`config.mk`:
```
export PLATFORM = sky130hd
export DESIGN_NAME = fifo_rd_drain_flat
export DESIGN_NICKNAME = d
export VERILOG_FILES = /design/src/rtl/fifo_rd_drain_if.sv /design/src/rtl/fifo_rd_drain.sv /design/src/flat_wrapper.sv
export SDC_FILE = /design/constraint.sdc
export NUM_CORES = 1
export LEC_CHECK = 0
export BUFFER_PORTS_ARGS = -buffer_cell sky130_fd_sc_hd__buf_2
export CELL_PAD_IN_SITES_DETAIL_PLACEMENT = 0
export CELL_PAD_IN_SITES_GLOBAL_PLACEMENT = 1
export CORE_UTILIZATION = 45
export DETAILED_ROUTE_END_ITERATION = 16
export GPL_ROUTABILITY_DRIVEN = 1
export PLACE_DENSITY = 0.89
export SLEW_MARGIN = 25
export SYNTH_ARGS = -nofsm -noshare
export SYNTH_HDL_FRONTEND = slang
export SYNTH_SLANG_ARGS = --single-unit
```
`constraint.sdc`:
```
create_clock -name rd_clk -period 3.09 [get_ports rd_clk]
set_input_delay 0.309 -clock rd_clk [delete_from_list [all_inputs] [get_ports rd_clk]]
set_output_delay 0.309 -clock rd_clk [all_outputs]
set_load 0.005 [all_outputs]
```
`src/rtl/fifo_rd_drain_if.sv`:
```
// fifo_rd_drain_if
//   Bundles the two handshakes of the read-side drain engine:
//   - FIFO read port: rd_en out to the FIFO; empty, almost_empty, dout,
//     rd_ack, rd_err back from it (responses arrive one cycle after rd_en).
//   - Output stream: m_valid / m_data towards the consumer, m_ready back.
//   Modports:
//     master - the drain engine (drives rd_en, m_valid, m_data)
//     slave  - the FIFO read port plus downstream consumer
interface fifo_rd_drain_if #(
  parameter int WIDTH = 8
);
  logic             rd_en;
  logic             empty;
  logic             almost_empty;
  logic [WIDTH-1:0] dout;
  logic             rd_ack;
  logic             rd_err;
  logic             m_valid;
  logic [WIDTH-1:0] m_data;
  logic             m_ready;

  modport master (
    output rd_en, m_valid, m_data,
    input  empty, almost_empty, dout, rd_ack, rd_err, m_ready
  );

  modport slave (
    input  rd_en, m_valid, m_data,
    output empty, almost_empty, dout, rd_ack, rd_err, m_ready
  );
endinterface

```
`src/rtl/fifo_rd_drain.sv`:
```
// fifo_rd_drain
//   Read-domain drain engine for the async FIFO. Issues rd_en whenever the
//   FIFO has data and there is room downstream, captures dout on rd_ack one
//   cycle later, and re-presents the words on a valid/ready stream through a
//   2-entry buffer. Counts delivered words and failed reads.
// Ports:
//   rd_clk      read-domain clock (rising edge)
//   rd_rst_n    asynchronous active-low reset
//   en          run enable (level)
//   clr_err     synchronous clear of err_cnt / err_sticky
//   bus         fifo_rd_drain_if.master: FIFO read port + output stream
//   word_cnt    words accepted downstream (saturating)
//   err_cnt     failed reads (saturating)
//   err_sticky  set on any failed read until clr_err
//   busy        engine not idle or a read still in flight
module fifo_rd_drain #(
  parameter int WIDTH = 8,
  parameter int CNT_W = 16
) (
  input  logic                 rd_clk,
  input  logic                 rd_rst_n,
  input  logic                 en,
  input  logic                 clr_err,
  fifo_rd_drain_if.master      bus,
  output logic [CNT_W-1:0]     word_cnt,
  output logic [CNT_W-1:0]     err_cnt,
  output logic                 err_sticky,
  output logic                 busy
);

  typedef enum logic [1:0] {
    IDLE = 2'd0,
    RUN  = 2'd1,
    STOP = 2'd2
  } state_t;

  state_t           state;
  state_t           state_nxt;
  logic             inflight;
  logic             rd_en_c;

  logic [WIDTH-1:0] mem [2];
  logic             wr_ptr;
  logic             rd_ptr;
  logic [1:0]       occ;

  logic             pop;
  logic             push;
  logic             rd_fail;
  logic [2:0]       committed;

  function automatic logic [CNT_W-1:0] sat_inc(input logic [CNT_W-1:0] v);
    return (&v) ? v : v + CNT_W'(1);
  endfunction

  // Slots already spoken for: words held plus the read whose data is on
  // its way back this cycle.
  assign pop       = (occ != 2'd0) && bus.m_ready;
  assign committed = {1'b0, occ} + {2'b00, inflight};

  // A read completes in the cycle after rd_en; anything other than a clean
  // ack (ack without err) counts as a failed read and is not buffered.
  assign push    = inflight && bus.rd_ack && !bus.rd_err;
  assign rd_fail = inflight && !(bus.rd_ack && !bus.rd_err);

  // State register
  always_ff @(posedge rd_clk or negedge rd_rst_n) begin
    if (!rd_rst_n) begin
      state    <= IDLE;
      inflight <= 1'b0;
    end else begin
      state    <= state_nxt;
      inflight <= rd_en_c;
    end
  end

  // Next state and read issue. The almost_empty term stops a second read
  // being launched at the last word while the FIFO's registered empty flag
  // has not yet caught up with the read already in flight.
  always_comb begin
    state_nxt = state;
    rd_en_c   = 1'b0;
    unique case (state)
      IDLE: begin
        if (en) state_nxt = RUN;
      end
      RUN: begin
        if (!en) state_nxt = STOP;
        rd_en_c = !bus.empty
               && !(bus.almost_empty && inflight)
               && (committed < (3'd2 + {2'b00, pop}));
      end
      STOP: begin
        if (en)             state_nxt = RUN;
        else if (!inflight) state_nxt = IDLE;
      end
      default: state_nxt = IDLE;
    endcase
  end

  assign bus.rd_en = rd_en_c;
  assign busy      = (state != IDLE) || inflight;

  // Output buffer: 2-entry ring, head presented directly so m_data only
  // moves when the head is popped.
  always_ff @(posedge rd_clk or negedge rd_rst_n) begin
    if (!rd_rst_n) begin
      for (int i = 0; i < 2; i++) mem[i] <= '0;
      wr_ptr <= 1'b0;
      rd_ptr <= 1'b0;
      occ    <= 2'd0;
    end else begin
      if (push) begin
        mem[wr_ptr] <= bus.dout;
        wr_ptr      <= ~wr_ptr;
      end
      if (pop) rd_ptr <= ~rd_ptr;
      unique case ({push, pop})
        2'b10:   occ <= occ + 2'd1;
        2'b01:   occ <= occ - 2'd1;
        default: occ <= occ;
      endcase
    end
  end

  assign bus.m_valid = (occ != 2'd0);
  assign bus.m_data  = mem[rd_ptr];

  // Status counters. An error coinciding with clr_err survives the clear
  // as a single count.
  always_ff @(posedge rd_clk or negedge rd_rst_n) begin
    if (!rd_rst_n) begin
      word_cnt   <= '0;
      err_cnt    <= '0;
      err_sticky <= 1'b0;
    end else begin
      if (pop) word_cnt <= sat_inc(word_cnt);
      if (clr_err) begin
        err_cnt    <= rd_fail ? CNT_W'(1) : '0;
        err_sticky <= rd_fail;
      end else if (rd_fail) begin
        err_cnt    <= sat_inc(err_cnt);
        err_sticky <= 1'b1;
      end
    end
  end

  // Credit check on rd_en guarantees a free slot for every completing read.
  a_no_overflow: assert property (@(posedge rd_clk) disable iff (!rd_rst_n)
    !(push && (occ == 2'd2) && !pop));

endmodule

```
`src/flat_wrapper.sv`:
```
// flat-port wrapper written by rule: the top's interface ports become plain ports
module fifo_rd_drain_flat 
#(
  parameter int WIDTH = 8,
  parameter int CNT_W = 16
)
  (rd_clk, rd_rst_n, en, clr_err, word_cnt, err_cnt, err_sticky, busy, bus_rd_en, bus_m_valid, bus_m_data, bus_empty, bus_almost_empty, bus_dout, bus_rd_ack, bus_rd_err, bus_m_ready);
  fifo_rd_drain_if #(.WIDTH(WIDTH)) bus_i ();
  input  logic rd_clk;
  input  logic rd_rst_n;
  input  logic en;
  input  logic clr_err;
  output logic [CNT_W-1:0] word_cnt;
  output logic [CNT_W-1:0] err_cnt;
  output logic err_sticky;
  output logic busy;
  output wire logic [$bits(bus_i.rd_en)-1:0] bus_rd_en;
  output wire logic [$bits(bus_i.m_valid)-1:0] bus_m_valid;
  output wire logic [$bits(bus_i.m_data)-1:0] bus_m_data;
  input wire logic [$bits(bus_i.empty)-1:0] bus_empty;
  input wire logic [$bits(bus_i.almost_empty)-1:0] bus_almost_empty;
  input wire logic [$bits(bus_i.dout)-1:0] bus_dout;
  input wire logic [$bits(bus_i.rd_ack)-1:0] bus_rd_ack;
  input wire logic [$bits(bus_i.rd_err)-1:0] bus_rd_err;
  input wire logic [$bits(bus_i.m_ready)-1:0] bus_m_ready;
  assign bus_rd_en = bus_i.rd_en;
  assign bus_m_valid = bus_i.m_valid;
  assign bus_m_data = bus_i.m_data;
  assign bus_i.empty = bus_empty;
  assign bus_i.almost_empty = bus_almost_empty;
  assign bus_i.dout = bus_dout;
  assign bus_i.rd_ack = bus_rd_ack;
  assign bus_i.rd_err = bus_rd_err;
  assign bus_i.m_ready = bus_m_ready;
  fifo_rd_drain #(.WIDTH(WIDTH), .CNT_W(CNT_W)) u_core (.rd_clk(rd_clk), .rd_rst_n(rd_rst_n), .en(en), .clr_err(clr_err), .bus(bus_i), .word_cnt(word_cnt), .err_cnt(err_cnt), .err_sticky(err_sticky), .busy(busy));
endmodule
```
# Yosys cells after proc, flatten, opt, wreduce, memory -nomap -nowiden

Index checks and enable logic that the tools add are counted.

Bitwise operators: 5
Reductions and logical operators: 24
Eq/ne operators: 8
Multiplexer cells: 19
Order comparisons: 4
Add/sub/neg operators: 6

Operators with widths:

| cell                                                            | count |
|---|---|
| 16-bit two-way mux                                              | 3 |
| 16-bit by 1-bit adder with 16-bit output, second input constant | 2 |
| 8-bit two-way mux                                               | 4 |
| 16-bit AND reduction                                            | 2 |
| 16-bit bitwise mux                                              | 1 |
| 1-bit logical AND                                               | 9 |
| 8-bit demux with 1-bit select                                   | 1 |
| 2-bit two-way mux                                               | 4 |
| 2-bit nonzero test                                              | 4 |
| 2-bit != test, second input constant                            | 3 |
| 2-bit one-hot mux with 3 select lines                           | 1 |
| 2-bit by 1-bit == test with 1-bit output, second input constant | 2 |
| 2-bit == test, second input constant                            | 2 |
| 2-bit >= comparator, second input constant                      | 2 |
| 1-bit zero test                                                 | 4 |
| 1-bit two-way mux                                               | 4 |
| 1-bit NOT with 2-bit output                                     | 2 |
| 2-bit one-hot mux with 2 select lines                           | 1 |
| 2-bit AND reduction                                             | 2 |
| 2-bit by 1-bit adder with 3-bit output                          | 1 |
| 2-bit by 1-bit adder with 3-bit output, first input constant    | 1 |
| 3-bit less-than comparator                                      | 1 |
| 3-bit != test, second input constant                            | 1 |
| 1-bit NOT                                                       | 3 |
| other kinds (6)                                                 | 6 |

Output and inout bits: 44
Register bits after elaboration: 56
Input port bits: 17

# Depth between registers and ports, before layout

Gate-level depths: netlist of run 1.

Depth in word-level cells: 6
Gate-level depth with buffers: 7
Mapped depth without buffers: 6

# Least setup slack after synthesis of run 1

OpenSTA, ideal clock, no wires.

Kind: flip-flop to flip-flop
Start point: register u_core.err_cnt[8]
End point: register u_core.err_cnt[13]
Clock period less this slack: 1872 ps
Path buffers: 1
Data arrival time: 1794 ps
Cell stages (with the launch flop): 6
Setup time: 78 ps
Path slack: 1218 ps
Cell sequence: dfrtp_1 -> nand3_1 -> or4b_1 -> buf_2 -> or4_1 -> a21oi_1

Longest elaborated chain between the ends: 4
Elaborated cells on any way between the ends: 7

Ends and longest elaborated chain:

| item                                     | line                 | RTL |
|---|---|---|
| start: declaration                       | fifo_rd_drain.sv:26  | `output logic [CNT_W-1:0] err_cnt,` |
| start signal: assignment                 | fifo_rd_drain.sv:139 | `err_cnt <= rd_fail ? CNT_W'(1) : '0;` |
| start signal: assignment                 | fifo_rd_drain.sv:142 | `err_cnt <= sat_inc(err_cnt);` |
| 16-bit by 1-bit adder with 16-bit output | fifo_rd_drain.sv:53  | `return (&v) ? v : v + CNT_W'(1);` |
| 16-bit two-way mux                       | fifo_rd_drain.sv:53  |  |
| 16-bit two-way mux                       | fifo_rd_drain.sv:141 | `end else if (rd_fail) begin` |
| 16-bit two-way mux                       | fifo_rd_drain.sv:138 | `if (clr_err) begin` |

Parallel ways exist; a longest one is shown, timed or not. The select of a mux whose other input is x is not followed.
A chain may end at the register's enable or synchronous reset.

# Worst setup path in the final report of run 1

Start point: register u_core.inflight
End point: output bus_rd_en

Longest elaborated chain between the ends: 5
Elaborated cells on any way between the ends: 7

Ends and longest elaborated chain:

| item                                                                                           | line                | RTL |
|---|---|---|
| start: declaration                                                                             | fifo_rd_drain.sv:39 | `logic inflight;` |
| start signal: assignment                                                                       | fifo_rd_drain.sv:73 | `inflight <= rd_en_c;` |
| parallel branches: the longest is 3 deep, another holds 2-bit by 1-bit adder with 3-bit output | n/a                 |  |
| 1-bit logical AND (*)                                                                          | fifo_rd_drain.sv:91 | `&& (committed < (3'd2 + {2'b00, pop}));` |
| 1-bit two-way mux (*)                                                                          | fifo_rd_drain.sv:83 | `unique case (state)` |
| end: declaration                                                                               | flat_wrapper.sv:17  | `output wire logic [$bits(bus_i.rd_en)-1:0] bus_rd_en;` |

Every way passes the cells marked *.

==> results.txt, run 1 <==
Max Freq: 473.7 MHz
Max FO, Critical Path: 11
Sw power: 0.0006495 W
Avg Cell Area, Syn: 10.85 sq um
Drt first-iter violations: 124
Final Max Slew Viols: 0
Worst setup path category: reg -> out
Register area share after synthesis: 50.47%
Later-pin clock latency in the skew report: 310 ps
Slew margin rel.: 48.15%
Htree depth: 2
I/O pin count: 61
Final setup TNS: 0 ps
LEAKAGE: 1.505 nW
Clock Tree Buf Depth: 2
Total chip power: 0.002043 W
Initial antenna violation count: 0
Num Clock Sinks: 56
N_diodes: 0
Slowest-stage cell, CP: dfrtp_1
Worst setup SP type: flip-flop
Die outline width: 80.55 microns
Status: complete, no violations
Initial core utilization: 46.89%
Worst min-delay path category: in -> async
Place WS: 1084 ps
Sw Ratio: 31.79%
# fillers: 543
Combinational Power Share: 28.2%
Distinct cells, synth: 40
Setup crit start: u_core.inflight
Cell mode on critical path: ha_1
Post-CTS Hold Buffers: 0
Flops & latches, synth: 56
Fin. Hold Viols: 0
Final WL: 5859 microns
MaxCap Viol Count: 0
Synth-to-Final Area Change: 17.12%
Fin nets: 339
Die ar.: 6488 sq um
Synth Instances: 256
Root buffer cell: clkbuf_8
Area share of the largest cell type after synthesis: 50.47%
Post-synth EDFFs: 0
Post-CTS Resized: 0
Clock Power Share: 19.9%
First-pass GRT wire length: 9666 microns
Worst EP arrival: 1800 ps
Minimum clock period: 2111 ps
Detailed placement HPWL: 4134 microns
WL/cell: 14.91 microns
Slew @ Worst Pin: 774.9 ps
Gr ovfl total: 0
Sequential share of power: 52.0%
P_int: 0.001393 W
Placeable Area: 5921 sq um
Final Skew: 6.074 ps
Vias per inst: 5.606
Top cells by area, synth: dfrtp_1 50%, mux2_2 13%, a21oi_1 2.7%, xnor2_1 2.5%, nand4_1 2.5%
Post-CTS Repair Setup Buffers: 0
Synth Cell Area: 2776 sq um
Total CTS buffers: 5
PortBufs: 60
Ys Warns: 0
Critical path capture point type: output pin
R2R Setup Slk: 1050 ps
Clock transition at path regs: 100 ps
Largest stage delay, worst path: 530 ps
Delay-heaviest family, CP: flip-flops
R2R Path Start: u_core.inflight
Reg2Reg Depth: 3
Synth Net Count: 278
Layout cell share with drive strength beyond 1: 33.96%
Worst vdd ir: 391.8 uV
Largest net degree at the start of global routing: 57
Number of buffers and inverters on the critical path: 1
Vias in the first global route: 2,030
Post-layout util: 54.92%
PwrDens: 628.2 nW/um^2
Total number of vias: 2,203
CP required: 2780 ps
RSZ-0062 raised after global routing: false
First-pass iteration count of the detailed router: 4
Post-DRT Antenna Nets: 0
DRC: 0
Crit path cell chain: ha_1, ha_1, o21ai_0, and3_1, buf_2
Setup violators final: 0
Worst Slack Setup Final: 979.0 ps
Share of flip-flops with an asynchronous set or reset: 100.0%
Main synth FF type: dfrtp_1
GRT Util Overall: 19.49%
Tcrit/Tclk final: 68.32%
TritonCTS clock tree: done
Die Ht: 80.55 microns
# rows: 28
Commonest cells after routing, fill and taps aside: 60 x buf_2, 56 x dfrtp_1, 32 x mux2_2, 16 x nand2_1, 15 x a21oi_1
Reg-to-Reg End: u_core.err_cnt[7]
Commonest non-fill, non-tap cell in the layout: buf_2
GP Congestion: 0.7670
Leading area contributor after synthesis: dfrtp_1
[cell type report]
class	instances	area (sq um)	area share [%]
multi-input cells	186	1324	40.71
clock buffers	5	68.82	2.116
flip-flops and latches	56	1401	43.09
inverters	5	18.77	0.5771
repair buffers	63	322.8	9.927
clock inverters	3	22.52	0.6926
well taps	75	93.84	2.886
[layer usage]
metal	part of all wire [%]	up-vias	GRT usage [%]
met5	0	-	0
met4	1.4	0	5.536
met3	3.6	7	4.318
met2	48	41	30.76
met1	47	1082	26.71
li1	-	1073	-
[cells in the mapped netlist, types with 2 or more instances]
| library cell | count |
|---|---|
| buf_2 | 4 |
| nand2b_1 | 2 |
| or2_2 | 2 |
| and3_1 | 5 |
| nand3_1 | 13 |
| nand2_1 | 16 |
| o21ai_0 | 7 |
| clkbuf_1 | 5 |
| a21oi_1 | 15 |
| or3_1 | 6 |
| nor4_1 | 5 |
| o31ai_1 | 7 |
| ha_1 | 5 |
| mux2_2 | 32 |
| and2_1 | 3 |
| or4_1 | 5 |
| nor2b_1 | 6 |
| xor2_1 | 4 |
| inv_1 | 5 |
| a31oi_1 | 2 |
| xnor2_1 | 8 |
| dfrtp_1 | 56 |
| nor3_1 | 9 |
| nand4_1 | 11 |
| nor2_1 | 8 |
[logic make-up (layout without fill, tap and decap cells)]
| family | after synthesis | after routing | synth area share, % |
|---|---|---|---|
| buffers and inverters | 14 | 76 | 2.073 |
| AND/OR/NAND/NOR | 98 | 98 | 19.87 |
| AO/OA/AOI/OAI | 39 | 39 | 8.562 |
| XOR/XNOR | 12 | 12 | 3.785 |
| adder cells (fa/ha/maj) | 5 | 5 | 2.253 |
| flip-flops | 56 | 56 | 50.47 |
| multiplexers | 32 | 32 | 12.98 |
[flip-flops by register name, summed over array words and instances (netlist names)]
register / flops
u_core.err_cnt: 16
u_core.mem: 16
u_core.word_cnt: 16
u_core.occ: 2
u_core.state: 2
u_core.err_sticky: 1
u_core.inflight: 1
u_core.rd_ptr: 1
u_core.wr_ptr: 1
[metrics by stage]
step           cells  instance area (sq um)  hold WS, ps
2_1_floorplan    256                   2776        13.41
3_3_place_gp     385                   3161        473.4
3_5_place_dp     385                   3161        475.5
4_1_cts          393                   3252        139.8
5_1_grt          393                   3252        139.7
6_report         393                   3252        118.6
[how the worst max path moves through the flow]
stage / slack, ps / endpoint / cells after the start
after floorplan: 1220 / u_core.err_cnt[13] / 5
after global placement: 1150 / u_core.mem[13] / 5
after detailed placement: 1080 / u_core.mem[10] / 5
final: 980 / bus_rd_en / 5
after global routing: 790 / bus_rd_en / 4
after CTS: 980 / bus_rd_en / 5
[power groups by stage]
stage          Combinational (W)  Sequential [W]  Clock, W
6_report                0.000576         0.00106  0.000406
2_1_floorplan           0.000394         0.00102         0
5_1_grt                 0.000651         0.00109  0.000454
4_1_cts                 0.000587         0.00106  0.000423
3_3_place_gp            0.000560         0.00106         0
3_5_place_dp            0.000583         0.00108         0
(Power assumes the default switching activity.)
==> inputs of run 2 (changes only) <==
--- a/config.mk
+++ b/config.mk
@@ -5,13 +5,14 @@
 export SDC_FILE = /design/constraint.sdc
 export NUM_CORES = 1
 export LEC_CHECK = 0
+export ABC_AREA = 1
 export BUFFER_PORTS_ARGS = -buffer_cell sky130_fd_sc_hd__buf_2
 export CELL_PAD_IN_SITES_DETAIL_PLACEMENT = 0
 export CELL_PAD_IN_SITES_GLOBAL_PLACEMENT = 1
-export CORE_UTILIZATION = 45
+export CORE_UTILIZATION = 36
 export DETAILED_ROUTE_END_ITERATION = 16
 export GPL_ROUTABILITY_DRIVEN = 1
-export PLACE_DENSITY = 0.89
+export PLACE_DENSITY = 0.8
 export SLEW_MARGIN = 25
 export SYNTH_ARGS = -nofsm -noshare
 export SYNTH_HDL_FRONTEND = slang
==> constraint.sdc (replaced) <==
create_clock -name rd_clk -period 1.75 [get_ports rd_clk]
set_input_delay 0.175 -clock rd_clk [delete_from_list [all_inputs] [get_ports rd_clk]]
set_output_delay 0.175 -clock rd_clk [all_outputs]
set_load 0.005 [all_outputs]
==> run 2 against run 1 <==
  * Flip-flop and latch count unchanged
  * Die area increased by 36%
  * Cell area increased by 15%
  * Register-to-register slack got worse by 900 ps
  * Synthesized cell count increased by 49%
  * Critical endpoint unchanged
  * First-iteration DRC count decreased by 32%
  * Sequential power increased by 69%
==> results.txt, run 2 <==
Status: complete, no violations
Detailed placement HPWL: 5012 microns (+21%)
Num Clock Sinks: 56 (unchanged)
Distinct cells, synth: 33 (-18%)
Area of the multi-input gates: 1490 sq um (+13%)
GP Congestion: 0.8060 (+5.1%)
Tcrit/Tclk final: 98.59%
Worst min-delay path category: in -> reg
Final hold slack: 30.07 ps (-88.49 ps)
Minimum clock period: 1725 ps
Die ar.: 8835 sq um (+36%)
Hold worst-path end: u_core.state[1]
Area share of the largest cell type after synthesis: 46.00% (-4.5 points)
# fillers: 814 (+50%)
Die outline width: 94.00 microns (+17%)
First-pass GRT wire length: 11,610 microns (+20%)
Synth Net Count: 403 (+45%)
First-pass iteration count of the detailed router: 4 (unchanged)
Gr ovfl total: 0 (unchanged)
Slew @ Worst Pin: 493.4 ps (-281.5 ps)
Worst vdd ir: 496.0 uV (+27%)
Final Skew: 10.08 ps (+4.008 ps)
Commonest cells after routing, fill and taps aside: 138 x nand2_1, 60 x buf_2, 56 x dfrtp_1, 34 x inv_1, 25 x nor2_1
Fin nets: 481 (+42%)
Register area share after synthesis: 46.00% (-4.5 points)
Worst EP arrival: 1550 ps (-250 ps)
Drt first-iter violations: 84 (-32%)
CP required: 1570 ps (-1210 ps)
P_int: 0.002637 W (+89%)
Worst setup SP type: flip-flop
Post-route design area: 3746 sq um (+15%)
Vias in the first global route: 2,515 (+24%)
Synth-to-Final Area Change: 22.96%
Root buffer cell: clkbuf_8
Clock transition at path regs: 110 ps (about the same)
Avg Cell Area, Syn: 7.997 sq um (-26%)
WL/cell: 11.85 microns (-21%)
Initial core utilization: 37.08% (-9.8 points)
Placeable Area: 8217 sq um (+39%)
List of most frequent post-synthesis cells: 139 x nand2_1, 56 x dfrtp_1, 34 x inv_1
Worst setup path category: reg -> out
Main synth FF type: dfrtp_1
Final Max Slew Viols: 0 (unchanged)
Ys Warns: 0 (unchanged)
Final WL: 6693 microns (+14%)
Clock Power Share: 24.3% (+4.4 points)
Reg2Reg Depth: 9 (+6)
Final setup TNS: 0 ps (unchanged)
Post-synth EDFFs: 0 (unchanged)
Slew margin rel.: 67.11% (+19 points)
Commonest non-fill, non-tap cell in the layout: nand2_1
Sequential Area: 1401 sq um (unchanged)
Clock Tree Buf Depth: 2 (unchanged)
Biggest regs: u_core.err_cnt (16), u_core.mem (16), u_core.word_cnt (16)
Largest net degree at the start of global routing: 28 (-51%)
Top cells by area, synth: dfrtp_1 46%, nand2_1 17%, inv_1 4.2%, o21ai_0 4.1%, xnor2_1 3.2%
Max Freq: 579.6 MHz
I/O pin count: 61 (unchanged)
Critical path capture point type: output pin
Post-layout util: 45.59% (-9.3 points)
Later-pin clock latency in the skew report: 310 ps (about the same)
N_diodes: 0 (unchanged)
PwrDens: 1024 nW/um^2 (+63%)
GRT Util Overall: 16.61% (-2.9 points)
Most frequent cell after synthesis: nand2_1
Flops & latches, synth: 56 (unchanged)
Post-Layout Cell Count: 565 (+44%)
Total CTS buffers: 5 (unchanged)
Share of flip-flops with an asynchronous set or reset: 100.0% (unchanged)
Sw power: 0.001199 W (+85%)
Sequential share of power: 46.6% (-5.4 points)
Post-DRT Antenna Nets: 0 (unchanged)
Vias per inst: 4.625 (-17%)
Htree depth: 2 (unchanged)
Max FO, Critical Path: 2 (-9)
RSZ-0062 raised after global routing: true
PortBufs: 60 (unchanged)
LEAKAGE: 1.894 nW (+26%)
Die Ht: 94.00 microns (+17%)
Reg-to-Reg End: u_core.occ[1]
Total number of vias: 2,613 (+19%)
Hold path depth: 2
DRC: 0 (unchanged)
R2R Setup Slk: 150 ps (-900 ps)
Synth Cell Area: 3047 sq um (+9.7%)
Placed Cells: 554 (+44%)
# rows: 33 (+18%)
R2R Path Start: u_core.occ[0]
TritonCTS clock tree: done
Setup violators final: 0 (unchanged)
Dpl cell area: 3548 sq um (+12%)
Worst hold start: en
Synth Instances: 381 (+49%)
Layout cell share with drive strength beyond 1: 25.65% (-8.3 points)
Combinational Power Share: 29.1% (+0.9 points)
Leading area contributor after synthesis: dfrtp_1
Sw Ratio: 31.25% (-0.54 points)
MaxCap Viol Count: 0 (unchanged)
Fin. Hold Viols: 0 (unchanged)
Initial antenna violation count: 0 (unchanged)
-- run 2: critical path, stage by stage (launching register included) --
cell and delay (ps):
dfrtp_1 400, ha_2 210, ha_4 200, o21ai_1 70, nand3b_1 100, nor3_2 130, buf_2 140
-- run 2: timing repair --
| item | in CTS | in global routing |
|---|---|---|
| buffers inserted | 2 | 0 |
| endpoints found under the hold margin | 18 | 0 |
| endpoints found under the setup margin | 1 | 15 |
| hold buffers | 1 | 0 |
| resized for setup | 4 | 5 |
-- run 2: through the flow --
stage          worst slack (ps)  total power, W
6_report                  24.64        0.003837
5_1_grt                  -66.96        0.004143
4_1_cts                  0.4392        0.003870
3_5_place_dp              85.31        0.002880
3_3_place_gp              157.6        0.002851
2_1_floorplan             194.0        0.002464
-- run 2: cell type report --
cell class                      instances  area share [%]
Timing Repair Buffer                   79           12.22
Multi-Input combinational cell        280           39.78
Tap cell                              105           3.507
Sequential cell                        56           37.41
Clock inverter                          1          0.8016
Clock buffer                            7           2.572
Inverter                               37           3.707
-- run 2: layer usage --
| layer | track usage [%] | wire (microns) |
|---|---|---|
| met5 | 0 | 0 |
| met4 | 3.462 | 48 |
| met3 | 3.074 | 261 |
| met1 | 22.01 | 3196 |
| met2 | 28.16 | 3185 |
-- run 2: worst max path at each step --
stage	start	to	slack, ps	depth (start not counted)
3_3_place_gp	u_core.inflight	u_core.occ[1]	160	7
3_5_place_dp	u_core.inflight	u_core.occ[1]	90	7
5_1_grt	u_core.inflight	bus_rd_en	-70	6
2_1_floorplan	u_core.word_cnt[0]	u_core.word_cnt[8]	190	9
4_1_cts	u_core.inflight	bus_rd_en	0.4	6
6_report	u_core.occ[0]	bus_rd_en	20	6
-- run 2: cells by family (layout without fill, tap and decap cells) --
| family | count (synthesis) | after routing | share of synthesized area [%] |
|---|---|---|---|
| multiplexers | 8 | 8 | 2.957 |
| XOR/XNOR | 20 | 20 | 5.750 |
| AND/OR/NAND/NOR | 201 | 201 | 28.05 |
| adder cells (fa/ha/maj) | 5 | 5 | 2.053 |
| buffers and inverters | 45 | 124 | 6.612 |
| flip-flops | 56 | 56 | 46.00 |
| AO/OA/AOI/OAI | 46 | 46 | 8.583 |
-- run 2: power by group through the flow --
stage | logic (W) | clock network (W) | registers (W)
2_1_floorplan | 0.000706 | 0 | 0.00176
3_3_place_gp | 0.00104 | 0 | 0.00181
3_5_place_dp | 0.00106 | 0 | 0.00182
4_1_cts | 0.00112 | 0.000959 | 0.00179
5_1_grt | 0.00129 | 0.00102 | 0.00183
6_report | 0.00112 | 0.000933 | 0.00179
